**src/rtl/exp7_exibe_sequencia.sv**
```systemverilog
// exp7_exibe_sequencia
// Plays the stored color sequence back on the LEDs before each round of the
// memory game. On iniciar it walks addresses 0..rodada, lighting each entry
// for ON_CICLOS cycles and blanking for OFF_CICLOS cycles, then pulses pronto.
// Optional feature macro: EXIBE_ABORTA_EN (enables the abortar input).
//
// state   | meaning
// --------+--------------------------------------------------------------
// OCIOSO  | idle, waits for iniciar; endereco keeps last shown address
// CARREGA | latch rodada, clear address and counter
// ACENDE  | LEDs show dado_memoria for ON_CICLOS cycles
// APAGA   | LEDs blank for OFF_CICLOS cycles, then FIM or PROXIMO
// PROXIMO | advance address, one extra blank cycle
// FIM     | one-cycle pronto pulse
module exp7_exibe_sequencia #(
  parameter int ON_CICLOS  = 1000,
  parameter int OFF_CICLOS = 500
) (
  input  logic       clock,
  input  logic       reset,
  input  logic       iniciar,
  input  logic       abortar,
  input  logic [3:0] rodada,
  input  logic [3:0] dado_memoria,
  output logic [3:0] endereco,
  output logic [3:0] leds,
  output logic       exibindo,
  output logic       pronto,
  output logic [3:0] db_estado
);

  localparam int MAX_CICLOS = (ON_CICLOS > OFF_CICLOS) ? ON_CICLOS : OFF_CICLOS;
  localparam int CW         = (MAX_CICLOS > 1) ? $clog2(MAX_CICLOS) : 1;
  localparam logic [CW-1:0] ON_FIM  = CW'(ON_CICLOS - 1);
  localparam logic [CW-1:0] OFF_FIM = CW'(OFF_CICLOS - 1);
  localparam logic [CW-1:0] UM      = CW'(1);

  typedef enum logic [2:0] {
    OCIOSO  = 3'd0,
    CARREGA = 3'd1,
    ACENDE  = 3'd2,
    APAGA   = 3'd3,
    PROXIMO = 3'd4,
    FIM     = 3'd5
  } estado_t;

  estado_t       estado;
  estado_t       estado_prox;
  logic [CW-1:0] contagem;
  logic [3:0]    rodada_reg;
  logic          fim_on;
  logic          fim_off;
  logic          ultimo;
  logic          aborta;

  assign fim_on  = (contagem == ON_FIM);
  assign fim_off = (contagem == OFF_FIM);
  assign ultimo  = (endereco == rodada_reg);

`ifdef EXIBE_ABORTA_EN
  assign aborta = abortar && (estado != OCIOSO);
`else
  // abortar is kept on the port list for pin compatibility only
  logic abortar_unused;
  assign abortar_unused = abortar;
  assign aborta         = 1'b0;
`endif

  // state register
  always_ff @(posedge clock or negedge reset) begin
    if (!reset) begin
      estado <= OCIOSO;
    end else begin
      estado <= estado_prox;
    end
  end

  // address, latched round length and timer; frozen on abort so endereco holds
  always_ff @(posedge clock or negedge reset) begin
    if (!reset) begin
      endereco   <= 4'd0;
      rodada_reg <= 4'd0;
      contagem   <= '0;
    end else if (!aborta) begin
      case (estado)
        CARREGA: begin
          rodada_reg <= rodada;
          endereco   <= 4'd0;
          contagem   <= '0;
        end
        ACENDE:  contagem <= fim_on  ? '0 : contagem + UM;
        APAGA:   contagem <= fim_off ? '0 : contagem + UM;
        PROXIMO: begin
          endereco <= endereco + 4'd1;
          contagem <= '0;
        end
        default: ;
      endcase
    end
  end

  // next state and Moore outputs
  always_comb begin
    estado_prox = estado;
    leds        = 4'd0;
    exibindo    = 1'b0;
    pronto      = 1'b0;
    db_estado   = 4'hF;
    case (estado)
      OCIOSO: begin
        db_estado = 4'd0;
        if (iniciar) estado_prox = CARREGA;
      end
      CARREGA: begin
        db_estado   = 4'd1;
        exibindo    = 1'b1;
        estado_prox = ACENDE;
      end
      ACENDE: begin
        db_estado = 4'd2;
        exibindo  = 1'b1;
        leds      = dado_memoria;
        if (fim_on) estado_prox = APAGA;
      end
      APAGA: begin
        db_estado = 4'd3;
        exibindo  = 1'b1;
        if (fim_off) estado_prox = ultimo ? FIM : PROXIMO;
      end
      PROXIMO: begin
        db_estado   = 4'd4;
        exibindo    = 1'b1;
        estado_prox = ACENDE;
      end
      FIM: begin
        db_estado   = 4'd5;
        pronto      = 1'b1;
        estado_prox = OCIOSO;
      end
      default: estado_prox = OCIOSO;
    endcase
    if (aborta) estado_prox = OCIOSO;
  end

endmodule

```
**config.mk**
```make
export PLATFORM = sky130hd
export DESIGN_NAME = exp7_exibe_sequencia
export DESIGN_NICKNAME = d
export VERILOG_FILES = /design/src/rtl/exp7_exibe_sequencia.sv
export SDC_FILE = /design/constraint.sdc
export NUM_CORES = 1
export LEC_CHECK = 0
export ABC_AREA = 1
export BUFFER_PORTS_ARGS = -buffer_cell sky130_fd_sc_hd__buf_4
export CAP_MARGIN = 10
export CORE_ASPECT_RATIO = 1.1
export CORE_MARGIN = 1
export CORE_UTILIZATION = 37
export DETAILED_ROUTE_END_ITERATION = 10
export SLEW_MARGIN = 10
export SYNTH_ARGS = -nofsm -noshare
export SYNTH_HDL_FRONTEND = slang
export SYNTH_SLANG_ARGS = --single-unit
```
**constraint.sdc**
```tcl
create_clock -name clock -period 1.8 [get_ports clock]
set_input_delay 0.09 -clock clock [delete_from_list [all_inputs] [get_ports clock]]
set_output_delay 0.09 -clock clock [all_outputs]
set_load 0.01 [all_outputs]
```
==> impl_metrics.json <==
{
  "status": "finished clean",
  "ys_types": 27,
  "insertedDiodeCount": 0,
  "cp_num_cells": 5,
  "whs_path_depth": 3,
  "chipHeight_um": 63.9,
  "synthCells": 175,
  "cap_violations": 0,
  "yosysMostFrequentCell": "nand2_1",
  "first_pass_iters": 5,
  "hpwl_um": 1880,
  "synth_ff_type": "dfrtp_1",
  "vias": 1165,
  "synthTopCellsByArea": "dfrtp_1, nand2_1, nor2_1, inv_1, nand3_1",
  "finalCritPeriodShare": 0.904,
  "avgSynthCellArea_um2": 7.36,
  "ys_seq_area_frac": 0.408,
  "finalCriticalPeriod_ns": 1.63,
  "arrival_ns": 1.54,
  "area_growth_pct": 21.7,
  "wl_um": 2580,
  "powerDensity_mw_per_mm2": 490,
  "cts_made_buffers": 3,
  "synth-seq-cells": 21,
  "io_pins": 26,
  "rows": 22,
  "ys_warn_count": 0,
  "gp_congestion": 0.846,
  "rsz0062_at_grt": "no",
  "fin_tns_setup_ns": 0,
  "grt_pass1_wl_um": 4480,
  "hold_viol": 0,
  "yosysTopAreaCell": "dfrtp_1",
  "synth_commonest_cells": "nand2_1, nor2_1, inv_1",
  "start_kind": "flop",
  "cp_top_family": "flip-flops",
  "cp_max_fo": 7,
  "setup_viol": 0,
  "regToRegSetupSlack_ns": 0.32,
  "power_mw": 0.767,
  "critPathMaxStageDelay_ns": 0.52,
  "ir_worst_vdd_v": 0.000408,
  "min_path_type": "in -> reg",
  "drc": 0,
  "clock_path_buffers": 2,
  "drt_iter0_drc": 55,
  "timing_worst_setup_path_type": "reg -> out",
  "critical_path_required_ns": 1.71,
  "synth_edf_count": 0,
  "fin_nets": 218,
  "cts_tree": "built",
  "grt_pass1_vias": 1063,
  "cts.htree.levels": 1,
  "fmax_ghz": 0.615,
  "overflow": 0,
  "portBuffers": 24,
  "synth_nets": 189,
  "maxSlewViolCount": 0,
  "ant_nets": 0,
  "cp_slowest_cell": "dfrtp_1",
  "critPathCaptureType": "primary output",
  "clkTransAtPathRegs_ns": 0.12,
  "synth.cell_area_mm2": 0.00129,
  "grt_max_degree": 22,
  "viasPerCell": 4.64,
  "die_w_um": 58.2,
  "cp_num_buf_inv": 2,
  "cts_sinks": 21,
  "root_buffer": "clkbuf_4",
  "worstMarginPinSlew_ns": 0.386,
  "die-area_mm2": 0.00372,
  "leakage_nw": 0.848,
  "largest_register_ffs": 10,
  "grt_antenna_before_repair": 0,
  "fp.coreArea_mm2": 0.00333,
  "synthArstFlopShare": 1.00,
  "initial_utilization": 0.387,
  "track_usage": 0.152,
  "skew_ns": 0.00280,
  "wl_per_cell_um": 10.3,
  "clkLatencyLatePin_ns": 0.31,
  "path_cells": "nand2_1, nor2_2, inv_1, nor2_1, buf_4",
  "worst-r2r-cell-count": 6,
  "netlist.area_leader.share": 0.408,
  "relSlewSlack": 0.741,
  "drive_above_1_share": 0.232
}
==> placed cells by master (no fill, tap or decap), drive strengths merged <==
| cell | n |
|---|---|
| mux2i | 1 |
| nor3 | 3 |
| ha | 2 |
| nor2 | 31 |
| inv | 27 |
| a21o | 1 |
| xnor2 | 2 |
| clkbuf | 3 |
| a21oi | 7 |
| mux2 | 2 |
| o211ai | 1 |
| o21ai | 3 |
| nand4 | 1 |
| buf | 25 |
| dfrtp | 21 |
| dlygate4sd3 | 3 |
| nand2 | 50 |
| a32o | 1 |
| clkinv | 1 |
| nand3 | 18 |
==> per-stage QoR <==
| stage | setup WS, ns | utilization | hold WS (ns) | instances | area [µm²] |
|---|---|---|---|---|---|
| finish | 0.173 | 0.470 | 0.0213 | 251 | 1570 |
| floorplan | 0.528 | - | -0.206 | 175 | 1290 |
| global route | 0.00555 | 0.470 | 0.0306 | 251 | 1570 |
| CTS | 0.0115 | 0.467 | 0.0108 | 250 | 1560 |
| detailed placement | 0.285 | 0.450 | -0.00550 | 243 | 1500 |
| global placement | 0.305 | 0.450 | -0.00719 | 243 | 1500 |
==> cells by family after synthesis <==
family,after synthesis,share of synthesized area
AND/OR/NAND/NOR,103,0.373
buffers and inverters,31,0.102
flip-flops,21,0.408
AO/OA/AOI/OAI,13,0.0583
multiplexers,3,0.0253
XOR/XNOR,2,0.0136
adder cells (fa/ha/maj),2,0.0194
==> worst paths after layout <==
path,from,endpoint
worst max-delay path,estado[1]$_DFFE_PN0P_,leds[0]
worst min-delay path,rodada[2],rodada_reg[2]$_DFFE_PN0P_
worst max register to register,estado[0]$_DFFE_PN0P_,contagem[5]$_DFFE_PN0P_
worst min register to register,endereco[3]$_DFFE_PN0P_,endereco[3]$_DFFE_PN0P_
max in group asynchronous,reset,estado[2]$_DFFE_PN0P_
min in group asynchronous,reset,rodada_reg[2]$_DFFE_PN0P_
==> power breakdown <==
group	switching, mW	total (mW)	internal [mW]
Combinational	0.0230	0.0532	0.0302
Clock	0.152	0.235	0.0830
Sequential	0.00245	0.479	0.476
Total	0.178	0.767	0.589
==> per-layer routing <==
metal / wire [µm] / share of wire / global-route usage
met3: 99 / 0.038 / 0.0425
met1: 1210 / 0.47 / 0.193
met5: 0 / 0 / 0
met4: 14 / 0.0054 / 0.0298
met2: 1260 / 0.49 / 0.256
==> area by class of cell <==
type,count,area (µm²)
timing repair buffer,28,218
clock buffer,3,22.5
multi-input combinational,123,633
sequential,21,527
fill,345,1760
inverter,27,101
tap,48,60.1
clock inverter,1,5.00
==> what timing repair did <==
| item | 4_1_cts | 5_1_grt |
|---|---|---|
| hold buffers | 3 | 0 |
| resized for setup | 0 | 2 |
| buffers inserted | 0 | 1 |
| endpoints found under the hold margin | 23 | 0 |
| endpoints found under the setup margin | 0 | 5 |
==> worst min-delay path, delay by kind of cell <==
kind / cells / cell delay, ns
AO/OA/AOI/OAI: 1 / 0.10
AND/OR/NAND/NOR: 1 / 0.03
buffers and inverters: 1 / 0.08
(Power assumes the default switching activity.)
